[src/rtl/rx_decimator_ber.sv]
// rx_decimator_ber: decimate oversampled BPSK samples, slice, align to PRBS reference, count BER
module rx_decimator_ber #(
    parameter int OV_SAMP  = 4,
    parameter int NB_INPUT = 8,
    parameter int MAX_DLY  = 64,
    parameter int NB_DLY   = 6,
    parameter int WINDOW   = 511,
    parameter int NB_CNT   = 32
) (
    input  logic                       clk,
    input  logic                       i_rst_n,
    input  logic signed [NB_INPUT-1:0] i_is_data,
    input  logic                       i_valid,
    input  logic        [1:0]          i_phase_sel,
    input  logic                       i_ref_bit,
    output logic                       o_symbol,
    output logic                       o_sym_valid,
    output logic                       o_lock,
    output logic        [NB_DLY-1:0]   o_delay,
    output logic        [NB_CNT-1:0]   o_bit_cnt,
    output logic        [NB_CNT-1:0]   o_err_cnt
);

    localparam int NB_WIN = $clog2(WINDOW + 1);

    typedef enum logic {SEARCH, LOCKED} state_t;

    state_t              state_q, state_d;
    logic [1:0]          phase_q, phase_d;
    logic [1:0]          ph_sel_q, ph_sel_d;
    logic [MAX_DLY-2:0]  ref_sr_q, ref_sr_d;
    logic [NB_WIN-1:0]   win_cnt_q, win_cnt_d;
    logic                win_err_q, win_err_d;
    logic [NB_DLY-1:0]   dly_q, dly_d;
    logic [NB_CNT-1:0]   bit_cnt_q, bit_cnt_d;
    logic [NB_CNT-1:0]   err_cnt_q, err_cnt_d;
    logic                sym_q, sym_d;
    logic                sym_vld_q, sym_vld_d;

    logic                strb;
    logic                slice;
    logic [MAX_DLY-1:0]  ref_all;
    logic                mismatch;
    logic                ph_chg;
    logic                win_last;

    assign strb     = i_valid && (phase_q == i_phase_sel);
    assign slice    = i_is_data[NB_INPUT-1];
    // Bit 0 is the current reference, bit k the reference seen k strobes ago
    assign ref_all  = {ref_sr_q, i_ref_bit};
    assign mismatch = slice ^ ref_all[dly_q];
    assign ph_chg   = i_phase_sel != ph_sel_q;
    assign win_last = win_cnt_q == NB_WIN'(WINDOW - 1);

    // Next-state: decimation, reference history, alignment search and BER counters
    always_comb begin
        phase_d   = !i_valid ? phase_q : (phase_q == 2'(OV_SAMP - 1)) ? 2'd0 : phase_q + 2'd1;
        ph_sel_d  = i_phase_sel;
        ref_sr_d  = strb ? {ref_sr_q[MAX_DLY-3:0], i_ref_bit} : ref_sr_q;
        sym_d     = strb ? slice : sym_q;
        sym_vld_d = strb;
        state_d   = state_q;
        dly_d     = dly_q;
        win_cnt_d = win_cnt_q;
        win_err_d = win_err_q;
        bit_cnt_d = bit_cnt_q;
        err_cnt_d = err_cnt_q;
        if (state_q == SEARCH) begin
            if (strb && win_last) begin
                win_cnt_d = '0;
                win_err_d = 1'b0;
                if (!(win_err_q || mismatch)) begin
                    state_d   = LOCKED;
                    bit_cnt_d = '0;
                    err_cnt_d = '0;
                end else begin
                    dly_d = (dly_q == NB_DLY'(MAX_DLY - 1)) ? '0 : dly_q + NB_DLY'(1);
                end
            end else if (strb) begin
                win_cnt_d = win_cnt_q + NB_WIN'(1);
                win_err_d = win_err_q || mismatch;
            end
        end else if (ph_chg) begin
            state_d   = SEARCH;
            dly_d     = '0;
            win_cnt_d = '0;
            win_err_d = 1'b0;
        end else if (strb) begin
            bit_cnt_d = bit_cnt_q + NB_CNT'(!(&bit_cnt_q));
            err_cnt_d = err_cnt_q + NB_CNT'(mismatch && !(&err_cnt_q));
        end
    end

    // State registers with asynchronous clear
    always_ff @(posedge clk or negedge i_rst_n) begin
        if (!i_rst_n) begin
            state_q   <= SEARCH;
            phase_q   <= '0;
            ph_sel_q  <= '0;
            ref_sr_q  <= '0;
            win_cnt_q <= '0;
            win_err_q <= 1'b0;
            dly_q     <= '0;
            bit_cnt_q <= '0;
            err_cnt_q <= '0;
            sym_q     <= 1'b0;
            sym_vld_q <= 1'b0;
        end else begin
            state_q   <= state_d;
            phase_q   <= phase_d;
            ph_sel_q  <= ph_sel_d;
            ref_sr_q  <= ref_sr_d;
            win_cnt_q <= win_cnt_d;
            win_err_q <= win_err_d;
            dly_q     <= dly_d;
            bit_cnt_q <= bit_cnt_d;
            err_cnt_q <= err_cnt_d;
            sym_q     <= sym_d;
            sym_vld_q <= sym_vld_d;
        end
    end

    assign o_symbol    = sym_q;
    assign o_sym_valid = sym_vld_q;
    assign o_lock      = state_q == LOCKED;
    assign o_delay     = dly_q;
    assign o_bit_cnt   = bit_cnt_q;
    assign o_err_cnt   = err_cnt_q;

endmodule
[config.mk]
export PLATFORM = sky130hd
export DESIGN_NAME = rx_decimator_ber
export DESIGN_NICKNAME = d
export VERILOG_FILES = /design/src/rtl/rx_decimator_ber.sv
export SDC_FILE = /design/constraint.sdc
export NUM_CORES = 1
export LEC_CHECK = 0
export CAP_MARGIN = 20
export CORE_MARGIN = 2
export CORE_UTILIZATION = 51
export CTS_CLUSTER_SIZE = 28
export DETAILED_ROUTE_END_ITERATION = 8
export PLACE_DENSITY = 0.73
export SETUP_SLACK_MARGIN = 0.05
export SLEW_MARGIN = 20
export SYNTH_ARGS = -nofsm -noshare
export SYNTH_HDL_FRONTEND = slang
export SYNTH_SLANG_ARGS = --single-unit
[constraint.sdc]
create_clock -name clk -period 10 [get_ports clk]
set_input_delay 2 -clock clk [delete_from_list [all_inputs] [get_ports clk]]
set_output_delay 2 -clock clk [all_outputs]
set_load 0.01 [all_outputs]
Yosys cells after proc, flatten, opt, wreduce, memory -nomap -nowiden

Index checks and enable logic that the tools add are counted.

Add/subtract/negate cells: 5
Magnitude comparators: 1
Equality and inequality tests: 9
Mux-type cells: 28
Bitwise gates (word level): 1
Reduce and logical (&&, ||, !) cells: 14

Operators with widths:

| kind                                                   | number |
|---|---|
| 2-to-1 mux 32 bit                                      | 8 |
| adder 32 x 1 -> 32 bit                                 | 2 |
| AND reduction 32 bit                                   | 2 |
| 2-to-1 mux 9 bit                                       | 4 |
| 2-to-1 mux 6 bit                                       | 5 |
| adder 9 x 1 -> 9 bit (second input constant)           | 1 |
| == test 9 bit (second input constant)                  | 1 |
| 2-to-1 mux 1 bit                                       | 9 |
| < comparator 6 x 7 -> 1 bit (second input constant)    | 1 |
| adder 6 x 1 -> 6 bit (second input constant)           | 1 |
| binary-select mux 1 bit (select 6 bit)                 | 1 |
| == test 6 bit (second input constant)                  | 1 |
| inequality test 2 x 1 -> 1 bit (second input constant) | 2 |
| inequality test 2 bit (second input constant)          | 2 |
| AND reduction 4 bit                                    | 1 |
| nonzero test 2 bit                                     | 2 |
| logical AND 1 bit                                      | 3 |
| AND reduction 3 bit                                    | 1 |
| nonzero test 3 bit                                     | 1 |
| adder 2 x 1 -> 2 bit (second input constant)           | 1 |
| == test 2 bit                                          | 1 |
| == test 2 bit (second input constant)                  | 1 |
| logical NOT 1 bit                                      | 2 |
| 2-to-1 mux 2 bit                                       | 1 |
| other kinds (4)                                        | 4 |

Flip-flop bits (word level): 150
Input port bits: 14
Output and inout port bits: 73
Logic and storage cells: 69

Logic depth before layout (Yosys ltp)

Word-level depth: 8
Mapped depth: 19
Gate-level depth less buffers: 16

Worst setup path before layout

Ideal clock, no wire load.

Kind: in2reg
Start: input port i_ref_bit
End: register err_cnt_q[18] (netlist: o_err_cnt[18])
Library setup time: 0.124 ns
Data arrival time: 4.462 ns
Required time: 9.876 ns
Setup slack: 5.414 ns
Stages on the path: 14
Path buffers: 0
Cell sequence: mux2i_1 a21oi_1 a41oi_1 a2bb2oi_2 xor2_1 and2_1 ha_1 nand3_1 nor2_1 nand3_1 nor2_1 nand3_1 and3_1 a211o_1

Longest elaborated chain between the ends: 8
Elaborated cells between the ends (all ways): 11
Those cells by class: 1 x add/sub; 1 x eq/ne; 5 x mux; 1 x bitwise; 3 x reduce/logical

RTL lines:

| element                                  | line | text |
|---|---|---|
| start, declared                          | 15   | `input logic i_ref_bit,` |
| binary-select mux 1 bit (select 6 bit) * | 51   | `assign mismatch = slice ^ ref_all[dly_q];` |
| 2-to-1 mux 1 bit (not written as such) * | 51   |  |
| XOR 1 bit *                              | 51   |  |
| logical AND 1 bit                        | 90   | `err_cnt_d = err_cnt_q + NB_CNT'(mismatch && !(&err_cnt_q));` |
| adder 32 x 1 -> 32 bit                   | 90   |  |
| 2-to-1 mux 32 bit                        | 88   | `end else if (strb) begin` |
| 2-to-1 mux 32 bit                        | 83   | `end else if (ph_chg) begin` |
| 2-to-1 mux 32 bit                        | 68   | `if (state_q == SEARCH) begin` |
| end signal, assigned                     | 117  | `err_cnt_q <= err_cnt_d;` |
| end, declared                            | 36   | `logic [NB_CNT-1:0] err_cnt_q, err_cnt_d;` |

Every way passes the cells marked *; elsewhere a longest branch is shown, timed or not. The select of a mux whose other input is x is not followed.
A chain may end at the register's enable or synchronous reset.

Worst setup path after layout

Ends and elaborated chain as after synthesis.

==> impl_metrics.csv <==
group,metric,value,unit
status,status,"finished clean",
pwr,p_clk_share,46.5,%
logic_synthesis,synth_xor_xnor_area_share,1.13,%
pwr,power.leakage,4.16,nW
routing,viasPerCell,5.89,
logic_synthesis,dominantRegCellSynth,"dfrtp_1",
clock_tree,clkLatencyLatePin,0.43,ns
floorplan,die-area,16200,um2
min_path,min_from,"ref_sr_q[62]$_DFFE_PN0P_",
place,post_dp_cell_area,8600,um2
sta,setup_violations,0,
layout,layout-drive-gt1-share,6.34,%
setup_path,critPathKind,"in2reg",
grt,antenna_found_initial,0,
sta,min_period,5.30,ns
clock_tree,clockBufferDepth,2,
pwr,power_frac_comb,8.7,%
grt,grt.total_usage,22.8,%
floorplan,initial_core_util,51.5,%
logic_synthesis,synth_top_family_by_area,"simple AND/OR/NAND/NOR gates",
grt,overflow,0,
logic_synthesis,synth.mux.area_fraction,6.06,%
logic_synthesis,syn-num-nets,902,
setup_path,timing.rr.start,"o_delay[0]$_DFFE_PN0P_",
logic_synthesis,synth_top_area_share,48.5,%
pwr,powerDensity,162,nW/um2
sta,slew-limit-headroom,36.1,%
clock_tree,cts_root_buf,"clkbuf_16",
min_path,hold_path_class,"reg2reg",
sta,finalSetupTns,0,ns
setup_path,rrSetupSlack,5.48,ns
logic_synthesis,yosys.area_share.simple,27.2,%
layout,num-nets-final,957,
logic_synthesis,syn_area,7740,um2
layout,final_cell_mix,"266 x nand2_1, 149 x dfrtp_1, 78 x clkdlybuf4s50_1",
floorplan,core_area,15000,um2
sta,min_period_over_period,53.0,%
routing,route.detailed.drc,0,
sta,worst_pin_slew,0.959,ns
clock_tree,htree_levels,4,
floorplan,die_w,127,um
setup_path,worstPathRequired,10.31,ns
pwr,swShare,24.5,%
grt,grt_pass1_vias,6057,
layout,diodes,0,
clock_tree,postCtsHoldBufs,0,
logic_synthesis,syn_area_per_cell,8.79,um2
layout,syn_to_final_growth,19.5,%
layout,layout_commonest_cell,"nand2_1",
logic_synthesis,async_reset_ff_share,100,%
floorplan,std_cell_rows,45,
pwr,power.internal,1.13,mW
grt,grt_max_degree,95,
routing,routed_wl,17.8,mm
pwr,ir_drop,0.000132,V
setup_path,crit_path_end_kind,"flop",
run,max_cap_viol_count,0,
pwr,p_switching,0.368,mW
floorplan,die_height,127,um
routing,vias,6681,
clock_tree,clk_pin_slew,0.06,ns
place,place_inst,1104,
grt,grt_pass1_wl,30.0,mm
sta,drv_slew,0,
place,portBuffers,79,
routing,wl_per_cell,15.7,um
place,place_congestion,0.797,
clock_tree,tritoncts,"yes",
logic_synthesis,synth_top_area_cell,"dfrtp_1",
floorplan,io_pins,87,
setup_path,r2r-end,"o_err_cnt[18]$_DFFE_PN0P_",
logic_synthesis,synth_area_leaders,"dfrtp_1 49%, nand2_1 13%, a31oi_1 3.6%",
clock_tree,cts_sinks,150,
setup_path,arrival,5.61,ns
routing,drtAntennaViolNets,0,
clock_tree,cts_resized,0,
logic_synthesis,yosys.area_share.adder,1.29,%
clock_tree,post_cts_buffers,0,
setup_path,crit_path_start_kind,"input port",
sta,fmax,0.189,GHz
logic_synthesis,synth-edff-count,0,
routing,first_pass_iters,6,
layout,fin_util,61.5,%
clock_tree,cts_buffers,17,
sta,whs,0.482,ns
min_path,min_to,"ref_sr_q[62]$_DFFE_PN0P_",
routing,drtIter0Drc,536,
logic_synthesis,ys_seq_area_share,48.5,%
logic_synthesis,ys_ff_latch,150,
min_path,whs_path_depth,2,
sta,hold_viol,0,
place,dp_hpwl,11.3,mm
layout,final_cell_area,9250,um2
sta,fin_skew,0.0106,ns
logic_synthesis,yosysWarnings,0,
setup_path,path_max_fanout,10,
logic_synthesis,ys_types,49,
logic_synthesis,postSynthCellCount,880,
layout,fin_cells,1135,
pwr,p_seq_share,44.8,%
setup_path,r2r_cells,16,
logic_synthesis,synth_compound_area_share,12.4,%
sta,rsz0062_at_grt,"no",
-- sequential cells by signal, indices dropped and copies added (netlist names) --
signal / count
o_sym_valid: 1
ph_sel_q: 2
o_lock: 1
ref_sr_q: 63
win_cnt_q: 9
o_err_cnt: 32
phase_q: 2
o_bit_cnt: 32
win_err_q: 1
o_delay: 6
o_symbol: 1
-- layout make-up --
type	instances	area, um2
flip-flops and latches	150	3750
clock buffers	18	439
multi-input cells	670	3730
well taps	188	235
inverters	10	38.8
clock inverters	13	205
fillers	1284	5790
repair buffers	86	845
-- per-stage QoR --
step,total power [mW],setup slack [ns]
final,1.50,4.70
after global routing,1.57,4.29
after CTS,1.51,4.75
after detailed placement,0.818,4.33
after global placement,0.814,4.37
after floorplan,0.769,5.41
-- cell families after synthesis --
logic type      count (synthesis)
simple gates                  471
flops                         150
compound gates                146
buf+inv                        60
mux                            35
xor+xnor                       10
fa+ha+maj                       8
-- synthesized netlist by cell type, types with 5 or more instances --
master / count
a211o_1: 7
a21oi_1: 27
a22o_1: 7
a22oi_1: 5
a31oi_1: 45
and3_1: 23
and4_1: 7
buf_2: 8
clkbuf_1: 34
dfrtp_1: 150
ha_1: 8
inv_1: 10
mux2i_1: 24
mux4_2: 9
nand2_1: 266
nand2b_1: 5
nand3_1: 47
nand4_1: 22
nor2_1: 51
nor2b_1: 5
nor3_1: 13
nor4_1: 16
o21ai_0: 23
o2bb2ai_1: 10
o31ai_1: 5
xor2_1: 6
-- power by group through the flow --
stage / Combinational [mW] / Sequential (mW) / Clock (mW)
CTS: 0.134 / 0.673 / 0.707
detailed placement: 0.134 / 0.684 / 0
global placement: 0.131 / 0.683 / 0
floorplan: 0.0920 / 0.677 / 0
finish: 0.131 / 0.673 / 0.697
global route: 0.154 / 0.678 / 0.739
-- worst max-delay path, cell delays in order --
cell and delay, ns:
clkdlybuf4s50_1 0.48, mux2i_1 0.10, a21oi_1 0.17, a41oi_1 0.15, a2bb2oi_2 0.30, xor2_1 0.23, and2_1 0.18, ha_1 0.16
nand3_1 0.11, nor2_1 0.53, nand3_1 0.21, nor2_1 0.32, nand3_1 0.20, and3_1 0.22, a211o_1 0.26
-- how the worst max path moves through the flow --
stage	start	endpoint	cells after the start
after CTS	i_ref_bit	o_err_cnt[18]$_DFFE_PN0P_	15
after detailed placement	i_ref_bit	o_err_cnt[18]$_DFFE_PN0P_	15
after global placement	i_ref_bit	o_err_cnt[18]$_DFFE_PN0P_	15
after floorplan	i_ref_bit	o_err_cnt[18]$_DFFE_PN0P_	14
after global routing	i_ref_bit	o_err_cnt[20]$_DFFE_PN0P_	16
final	i_ref_bit	o_err_cnt[18]$_DFFE_PN0P_	15
-- layer usage --
metal | vias to the layer above | track usage, % | wire length [um] | share of wire [%]
met3 | 23 | 4.73 | 933 | 5.2
met4 | 0 | 7.82 | 296 | 1.7
li1 | 3222 | - | - | -
met1 | 3225 | 31.6 | 8230 | 46
met2 | 211 | 36.2 | 8380 | 47
met5 | - | 0 | 0 | 0
(Power assumes the default switching activity.)
